[src/rtl/md5_pkg.sv]
// Shared constants and state encoding for the MD5 message padding front-end.
package md5_pkg;

  localparam int         MD5_BLOCK_WORDS = 16;
  localparam logic [5:0] MD5_LEN_POS     = 6'd56;
  localparam logic [7:0] MD5_PAD_BYTE    = 8'h80;

  localparam logic [2:0] IDLE      = 3'd0;
  localparam logic [2:0] FILL      = 3'd1;
  localparam logic [2:0] PAD       = 3'd2;
  localparam logic [2:0] SEND      = 3'd3;
  localparam logic [2:0] WAIT_DONE = 3'd4;

  typedef enum logic [2:0] {
    S_IDLE      = IDLE,
    S_FILL      = FILL,
    S_PAD       = PAD,
    S_SEND      = SEND,
    S_WAIT_DONE = WAIT_DONE
  } md5_state_e;

endpackage

[src/rtl/md5_blk_buf.sv]
// 16x32 block buffer: byte-lane write, dual-word length write, clear, async word read.
module md5_blk_buf
  import md5_pkg::*;
(
  input  logic        clk,
  input  logic        clr,
  input  logic        byte_we,
  input  logic [5:0]  byte_addr,
  input  logic [7:0]  byte_data,
  input  logic        len_we,
  input  logic [63:0] len,
  input  logic [3:0]  rd_addr,
  output logic [31:0] rd_data
);

  logic [31:0] mem_r [MD5_BLOCK_WORDS];

  // Buffer storage: clear has priority over writes
  always_ff @(posedge clk) begin
    if (clr) begin
      for (int i = 0; i < MD5_BLOCK_WORDS; i++) begin
        mem_r[i] <= 32'd0;
      end
    end else begin
      if (byte_we) begin
        mem_r[byte_addr[5:2]][{byte_addr[1:0], 3'b000} +: 8] <= byte_data;
      end
      if (len_we) begin
        mem_r[4'd14] <= len[31:0];
        mem_r[4'd15] <= len[63:32];
      end
    end
  end

  assign rd_data = mem_r[rd_addr];

endmodule

[src/rtl/md5_msg_pad.sv]
// MD5 message padder: packs a byte stream into 512-bit blocks, appends 0x80/zeros/bit length,
// and bursts each block to the md5sum core as 16 contiguous word writes.
module md5_msg_pad
  import md5_pkg::*;
#(
  parameter int LEN_W = 64
) (
  input  logic        clk,
  input  logic        rst,
  input  logic [7:0]  in_data,
  input  logic        in_valid,
  input  logic        in_last,
  input  logic        in_empty,
  output logic        in_ready,
  input  logic        core_rdy,
  input  logic        core_done,
  output logic [31:0] word_out,
  output logic        word_wr,
  output logic        blk_last,
  output logic        busy
);

  md5_state_e       state_r, state_s;
  logic [5:0]       byte_pos_r, byte_pos_s;
  logic [LEN_W-1:0] bit_len_r, bit_len_s;
  logic             pad80_r, pad80_s;     // 0x80 already written for this message
  logic             ret_pad_r, ret_pad_s; // resume padding after the current block
  logic             final_r, final_s;
  logic             sending_r, sending_s;
  logic [3:0]       word_idx_r, word_idx_s;
  logic             busy_r, busy_s;
  logic             in_ready_r, word_wr_r, blk_last_r;
  logic [31:0]      word_out_r;

  logic             byte_we_s, len_we_s, clr_s, accept_s, data_beat_s, burst_s;
  logic [7:0]       byte_data_s;
  logic [31:0]      rd_data_s;

  assign accept_s    = in_valid & in_ready_r;
  assign data_beat_s = ~(in_last & in_empty);
  assign burst_s     = (state_r == S_SEND) & sending_r;

  md5_blk_buf u_buf (
    .clk       (clk),
    .clr       (rst | clr_s),
    .byte_we   (byte_we_s),
    .byte_addr (byte_pos_r),
    .byte_data (byte_data_s),
    .len_we    (len_we_s),
    .len       (64'(bit_len_r)),
    .rd_addr   (word_idx_r),
    .rd_data   (rd_data_s)
  );

  // Next-state and buffer write control
  always_comb begin
    state_s     = state_r;
    byte_pos_s  = byte_pos_r;
    bit_len_s   = bit_len_r;
    pad80_s     = pad80_r;
    ret_pad_s   = ret_pad_r;
    final_s     = final_r;
    sending_s   = sending_r;
    word_idx_s  = word_idx_r;
    busy_s      = busy_r;
    byte_we_s   = 1'b0;
    byte_data_s = 8'd0;
    len_we_s    = 1'b0;
    clr_s       = 1'b0;
    case (state_r)
      S_IDLE, S_FILL: begin
        if (accept_s) begin
          busy_s  = 1'b1;
          pad80_s = 1'b0;
          if (data_beat_s) begin
            byte_we_s   = 1'b1;
            byte_data_s = in_data;
            bit_len_s   = bit_len_r + LEN_W'(8);
            if (byte_pos_r == 6'd63) begin
              state_s    = S_SEND;
              byte_pos_s = 6'd0;
              final_s    = 1'b0;
              ret_pad_s  = in_last;
            end else begin
              byte_pos_s = byte_pos_r + 6'd1;
              state_s    = in_last ? S_PAD : S_FILL;
            end
          end else begin
            state_s = S_PAD;
          end
        end else begin
          state_s = state_r;
        end
      end
      S_PAD: begin
        if (pad80_r && (byte_pos_r == MD5_LEN_POS)) begin
          len_we_s   = 1'b1;
          state_s    = S_SEND;
          final_s    = 1'b1;
          ret_pad_s  = 1'b0;
          byte_pos_s = 6'd0;
        end else begin
          byte_we_s   = 1'b1;
          byte_data_s = pad80_r ? 8'h00 : MD5_PAD_BYTE;
          pad80_s     = 1'b1;
          if (byte_pos_r == 6'd63) begin
            state_s    = S_SEND;
            final_s    = 1'b0;
            ret_pad_s  = 1'b1;
            byte_pos_s = 6'd0;
          end else begin
            byte_pos_s = byte_pos_r + 6'd1;
          end
        end
      end
      S_SEND: begin
        if (sending_r) begin
          word_idx_s = word_idx_r + 4'd1;
          if (word_idx_r == 4'd15) begin
            sending_s = 1'b0;
            state_s   = S_WAIT_DONE;
          end else begin
            sending_s = 1'b1;
          end
        end else if (core_rdy) begin
          sending_s  = 1'b1;
          word_idx_s = 4'd0;
        end else begin
          sending_s = 1'b0;
        end
      end
      S_WAIT_DONE: begin
        if (core_done) begin
          clr_s = 1'b1;
          if (final_r) begin
            state_s   = S_IDLE;
            bit_len_s = '0;
            busy_s    = 1'b0;
            final_s   = 1'b0;
            ret_pad_s = 1'b0;
          end else begin
            state_s = ret_pad_r ? S_PAD : S_FILL;
          end
        end else begin
          state_s = S_WAIT_DONE;
        end
      end
      default: begin
        state_s = S_IDLE;
      end
    endcase
  end

  // State and registered outputs; reset aborts any message or burst in flight
  always_ff @(posedge clk) begin
    if (rst) begin
      state_r    <= S_IDLE;
      byte_pos_r <= 6'd0;
      bit_len_r  <= '0;
      pad80_r    <= 1'b0;
      ret_pad_r  <= 1'b0;
      final_r    <= 1'b0;
      sending_r  <= 1'b0;
      word_idx_r <= 4'd0;
      busy_r     <= 1'b0;
      in_ready_r <= 1'b0;
      word_wr_r  <= 1'b0;
      word_out_r <= 32'd0;
      blk_last_r <= 1'b0;
    end else begin
      state_r    <= state_s;
      byte_pos_r <= byte_pos_s;
      bit_len_r  <= bit_len_s;
      pad80_r    <= pad80_s;
      ret_pad_r  <= ret_pad_s;
      final_r    <= final_s;
      sending_r  <= sending_s;
      word_idx_r <= word_idx_s;
      busy_r     <= busy_s;
      in_ready_r <= (state_s == S_IDLE) || (state_s == S_FILL);
      word_wr_r  <= burst_s;
      word_out_r <= burst_s ? rd_data_s : 32'd0;
      blk_last_r <= burst_s ? final_r : 1'b0;
    end
  end

  assign in_ready = in_ready_r;
  assign word_wr  = word_wr_r;
  assign word_out = word_out_r;
  assign blk_last = blk_last_r;
  assign busy     = busy_r;

endmodule

[config.mk]
export PLATFORM = sky130hd
export DESIGN_NAME = md5_msg_pad
export DESIGN_NICKNAME = d
export VERILOG_FILES = /design/src/rtl/md5_pkg.sv /design/src/rtl/md5_blk_buf.sv /design/src/rtl/md5_msg_pad.sv
export SDC_FILE = /design/constraint.sdc
export NUM_CORES = 1
export LEC_CHECK = 0
export BUFFER_PORTS_ARGS = -buffer_cell sky130_fd_sc_hd__clkbuf_2
export CAP_MARGIN = 20
export CORE_ASPECT_RATIO = 0.8
export CORE_UTILIZATION = 55
export DETAILED_ROUTE_END_ITERATION = 6
export GPL_TIMING_DRIVEN = 0
export PLACE_DENSITY = 0.8
export SETUP_SLACK_MARGIN = 0.3
export SLEW_MARGIN = 20
export SYNTH_ARGS = -nofsm -noshare
export SYNTH_HDL_FRONTEND = slang
export SYNTH_SLANG_ARGS = --single-unit
[constraint.sdc]
create_clock -name clk -period 3.1 [get_ports clk]
set_input_delay 0 -clock clk [delete_from_list [all_inputs] [get_ports clk]]
set_output_delay 0 -clock clk [all_outputs]
set_load 0.005 [all_outputs]
# --- After elaboration in Yosys (flattened, before gate mapping) ---
# Memory sizes are Yosys's and may differ from the RTL's. A register that Yosys moved wholly into a read port is not among the register bits.
# Index checks and enable logic that the tools add are counted.
op_classes:
  n_addsub: 4
  multipliers: 0
  div_mod_pow: 0
  magnitude_cmp: 0
  n_eq_ne: 15
  shifts: 2
  n_mux: 72
  bitwise_logic: 7
  reduce_logical: 18
op_table:
  columns: ["cell", "count"]
  rows:
  - ["$mux 64", 4]
  - ["$mux 32", 5]
  - ["$pmux 64 s2", 1]
  - ["$add 64x4->64 const B", 1]
  - ["$mux 1", 32]
  - ["$mux 8", 4]
  - ["$reduce_or 32->1", 1]
  - ["$shift 8x7->32 const A", 1]
  - ["$shiftx 8x7->32", 1]
  - ["$mux 6", 4]
  - ["$mux 3", 7]
  - ["$pmux 8 s2", 1]
  - ["$eq 6x6->1 const B", 2]
  - ["$mux 4", 3]
  - ["$ne 2x2->1 const B", 6]
  - ["$pmux 3 s4", 1]
  - ["$pmux 6 s2", 1]
  - ["$mux 2", 4]
  - ["$reduce_and 4->1", 2]
  - ["$neg 5->7", 1]
  - ["$reduce_and 7->1", 1]
  - ["$add 6x1->6 const B", 1]
  - ["$eq 3x1->1 const B", 2]
  - ["$eq 3x2->1 const B", 2]
  - ["18 further kinds", 30]
word_totals:
  reg_bits: 85
  latch_bits: 0
  mem_bits_rw: 512
  romBits: 0
  input_bits: 15
  out_inout_bits: 36
  word_cells: 131
  mem_count: 1
memory_table:
  columns: ["name", "depth", "width", "read_ports", "rd_clocked_by_memory_dff", "write_ports", "line", "text"]
  rows:
  - ["u_buf.mem_r", 16, 32, 1, 1, 16, "md5_blk_buf.sv:16", "logic [31:0] mem_r [MD5_BLOCK_WORDS];"]

# --- Depth between registers and ports, before layout ---
logic_depth:
  word_depth: 9
  depth_mapped: 9
  ltp_nobuf: 7

# --- Hierarchy ---
# From an unflattened synthesis, not the netlist that was laid out.
hier_totals:
  hier_cells: 2229
  area_unflattened_um2: 28961.5
modules_own_cells:
  columns: ["module", "instances", "cells_per_inst", "area_per_inst_um2", "seq_area_each_um2"]
  rows:
  - ["md5_blk_buf", 1, 1636, 23922.9, 15374.7]
  - ["md5_msg_pad", 1, 593, 5038.6, 2282.2]

# --- Worst setup path after synthesis ---
# OpenSTA, ideal clock, no wires.
synth_timing:
  path_kind: "reg2reg"
  startpoint: "register byte_pos_r[0]"
  endpoint: "memory u_buf.mem_r[0][24], enable pin"
  setup_time_ns: 0.329
  t_arrival_ns: 2.253
  required_time_ns: 2.771
  path_slack_ns: 0.517
  stages_incl_launch_ff: 9
  path_buffers: 1
  period_less_slack_ns: 2.583
  path_cell_list: "dfxtp_1 -> inv_1 -> ha_1 -> nand2_1 -> o21ai_1 -> a211oi_2 -> clkbuf_1 -> nand2_1 -> nand2_1"
synth_rtl:
  columns: ["item", "line", "text"]
  rows:
  - ["from (decl)", "md5_msg_pad.sv:24", "logic [5:0] byte_pos_r, byte_pos_s;"]
  - ["from (signal assigned)", "md5_msg_pad.sv:172", "byte_pos_r <= byte_pos_s;"]
  - ["to (decl)", "md5_blk_buf.sv:16", null]

==> metrics <==
status finished, final reports clean; fin. max-slew vios 0; Synth Warn # 0; Clock Skew ~0.025 ns; Num CTS Buffers 58; Arr. time, crit path about 3.2 ns; Clock transition at path regs ~0.070 ns; io pins 51; total number of vias 19,991; Initial DRT Pass Iterations 6; remaining global-route overflow 0; Tot Pwr around 18 mW; post-layout min period around 2.9 ns; area grow syn2layout 14.79%; Avg WL per Cell between 20 and 30 um; maxcap violations 0; Startpoint Class flop; final instance area between 30,000 and 40,000 um^2; final setup fails 0; initial antenna violation count 2; crit-path cells clkbuf_1 -> nand2b_1 -> nor3_2 -> nand2_2 -> nand2_4; chip height between 200 and 250 um; GR Util All Layers a little under a third; GP Congestion 0.9683; critical path's largest stage delay around 0.85 ns; vias in the first global route between 15,000 and 20,000; Clk Latency, worst-skew pair approximately 0.63 ns; initial core utilization 55.81%; first-pass GRT wire length 119,200 um; Syn Area/Cell around 13 um^2; Relative slew margins between 20 and 30%; clock tree sinks about 630; pwr dens around 560 nW/um^2; PortBufs 50; Main synth FF type edfxtp_1; Peak Freq approximately 350 MHz; area of the core ~50,000 um^2; Required @ worst endpoint 3.42 ns; largest net degree at the start of global routing 16; # rows 73; Yosys reg bits around 630; Non-Filler Instances roughly 3,000; dpl hpwl 56,630 um; Seq. cell area about 18,000 um^2; min-delay worst type in2reg; post-synthesis async set-or-reset flop share 0%; final hold violations 0; First DRT Iteration DRCs 3,305; Bufs and invs on worst path 1; share of layout cells above drive strength 1 approximately 23%; Leak ~10 nW; Nets ~2,300; Final Cycle Share ~93%; FILL cells around 3,400; CTS tree done; Post-synth EDFFs 512; Setup WS pre-CTS -0.4732 ns; final wirelength between 80,000 and 90,000 um; Crit path max-delay family simple AND/OR/NAND/NOR gates; unrepaired setup endpoints after global routing false; worst vdd ir ~460 uV; slowest stage cell, crit path nor3_2; die width between 200 and 300 um; endpoint class of the critical path flop; post-synthesis cell count 2,144; synthesized cell area ~28,000 um^2; Synthesized Nets approximately 2,200; DR vias/cell 6.657; placed cells ~2,900; actual slew at the worst max-slew pin ~1.1 ns; setup ws final ~0.22 ns; area of the multi-input gates 10,190 um^2; DRC 0; H-tree depth 2; CP Max Fanout 10; sequential share of the synthesized area 63.56%; Die Area between 50,000 and 60,000 um^2; WS Path Type reg2reg; Sum Neg Setup Slack 0 ns; antenna viol nets, final 0; clk root buf clkbuf_16; Unique masters post-synth 60; Max Root-Sink Buffers 3; placed inst area around 29,000 um^2
[routing by layer]
metal | vias to the layer above | share of wire (%) | wire, um | GRT usage (%)
met4 | 2 | 3.4 | 2694 | 10.15
met2 | 1684 | 44 | 35590 | 47.00
li1 | 8221 | - | - | -
met5 | - | 0.010 | 8 | 0
met1 | 9901 | 36 | 29180 | 45.82
met3 | 183 | 16 | 12640 | 8.295
[power breakdown]
part           switching [mW]  leakage (nW)  total, mW  internal, mW
Sequential              0.110          6.03       9.46          9.35
Clock                    3.28         0.985       7.67          4.39
Combinational           0.460          3.15      0.667         0.207
[timing repair]
action	4_1_cts	5_1_grt
endpoints found under the setup margin	1020	845
endpoints found under the hold margin	19	0
hold buffers	10	0
gates resized for setup	168	119
setup buffers	5	9
pin swaps	3	7
[sequential cells by signal (all words and copies together), names as in the netlist]
name	cells
in_ready	1
word_wr	1
busy	1
byte_pos_r	6
sending_r	1
bit_len_r	61
u_buf.mem_r	512
state_r	3
final_r	1
pad80_r	1
word_out	32
word_idx_r	4
blk_last	1
ret_pad_r	1
[worst reg2reg max path, stage by stage, from the launching register on]
cell	delay (ns)
dfxtp_1	0.35
clkbuf_1	0.46
nand2b_1	0.27
nor3_2	0.85
nand2_2	0.38
nand2_4	0.26
[stage by stage]
stage	hold WS [ns]	util, %
2_1_floorplan	0.1891	-
3_3_place_gp	0.3186	58.01
3_5_place_dp	0.3429	58.09
4_1_cts	0.0001550	63.32
5_1_grt	0.03514	64.06
6_report	0.03732	64.06
[worst paths after layout]
path | from | endpoint | slack, ns | cells past startpoint
max | byte_pos_r[2] | u_buf.mem_r[1][19] | 0.22 | 5
min | in_data[0] | u_buf.mem_r[9][16] | 0.04 | 3
max reg2reg | byte_pos_r[2] | u_buf.mem_r[1][19] | 0.22 | 5
min reg2reg | busy | busy | 0.48 | 2
[cell usage in the layout, fill, tap and decap left out, types with 6 or more instances in the layout]
master	instances
edfxtp_1	512
nor2_1	507
mux4_2	160
nand2_1	151
dfxtp_1	113
clkbuf_2	86
clkbuf_1	62
clkbuf_16	58
nand2_2	52
nand2_4	51
o21ai_0	51
and2_1	49
a21oi_1	43
nand4_1	34
nand3_1	25
nor4_1	24
buf_4	23
a32o_1	22
or3_1	20
xnor2_1	20
nor3_1	18
buf_2	17
nand2b_1	15
clkinv_2	12
inv_1	11
or4_1	11
bufinv_16	11
clkinv_1	11
o31ai_1	10
mux2i_1	10
dlygate4sd3_1	10
and3_1	8
clkbuf_4	7
o41ai_1	6
xor2_1	6
ha_1	6
[cells by family (layout without fill, tap and decap cells)]
| group | after synthesis | after routing | synth area share (%) |
|---|---|---|---|
| AND/OR/NAND/NOR | 1014 | 1014 | 16.18 |
| flip-flops | 626 | 626 | 63.56 |
| multiplexers | 170 | 170 | 13.33 |
| AO/OA/AOI/OAI | 155 | 155 | 3.684 |
| buffers and inverters | 146 | 329 | 2.112 |
| XOR/XNOR | 26 | 26 | 0.8197 |
| adder cells (fa/ha/maj) | 7 | 7 | 0.3152 |
| other | 0 | 1 | 0 |
[cell usage after synthesis, types with 3 or more instances]
cell type / count / share of area, %
edfxtp_1: 512 / 55
nor2_1: 511 / 6.9
nand2_1: 254 / 3.4
mux4_2: 160 / 13
dfxtp_1: 114 / 8.2
clkbuf_1: 101 / 1.4
o21ai_0: 51 / 0.92
and2_1: 49 / 1.1
a21oi_1: 44 / 0.79
nand4_1: 34 / 0.77
nand3_1: 26 / 0.47
nor4_1: 26 / 0.59
nor3_1: 24 / 0.43
a32o_1: 22 / 0.79
or3_1: 20 / 0.45
xnor2_1: 20 / 0.63
buf_2: 19 / 0.34
nand2b_1: 15 / 0.34
buf_1: 13 / 0.18
inv_1: 11 / 0.15
or4_1: 11 / 0.30
mux2i_1: 10 / 0.36
o31ai_1: 10 / 0.27
and3_1: 8 / 0.18
ha_1: 7 / 0.32
o41ai_1: 6 / 0.19
xor2_1: 6 / 0.19
and4_1: 5 / 0.16
nor4b_1: 5 / 0.16
nand4bb_1: 4 / 0.16
nor3b_1: 4 / 0.11
a211oi_1: 3 / 0.081
[layout make-up]
| class | count | area share, % |
|---|---|---|
| Buffer | 135 | 2.107 |
| Inverter | 11 | 0.1295 |
| Clock buffer | 64 | 4.653 |
| Clock inverter | 44 | 1.675 |
| Antenna cell | 1 | 0.007847 |
| Multi-Input combinational cell | 1372 | 31.95 |
| Tap cell | 675 | 2.648 |
| Sequential cell | 626 | 55.37 |
| Timing Repair Buffer | 75 | 1.452 |
(Power assumes the default switching activity.)
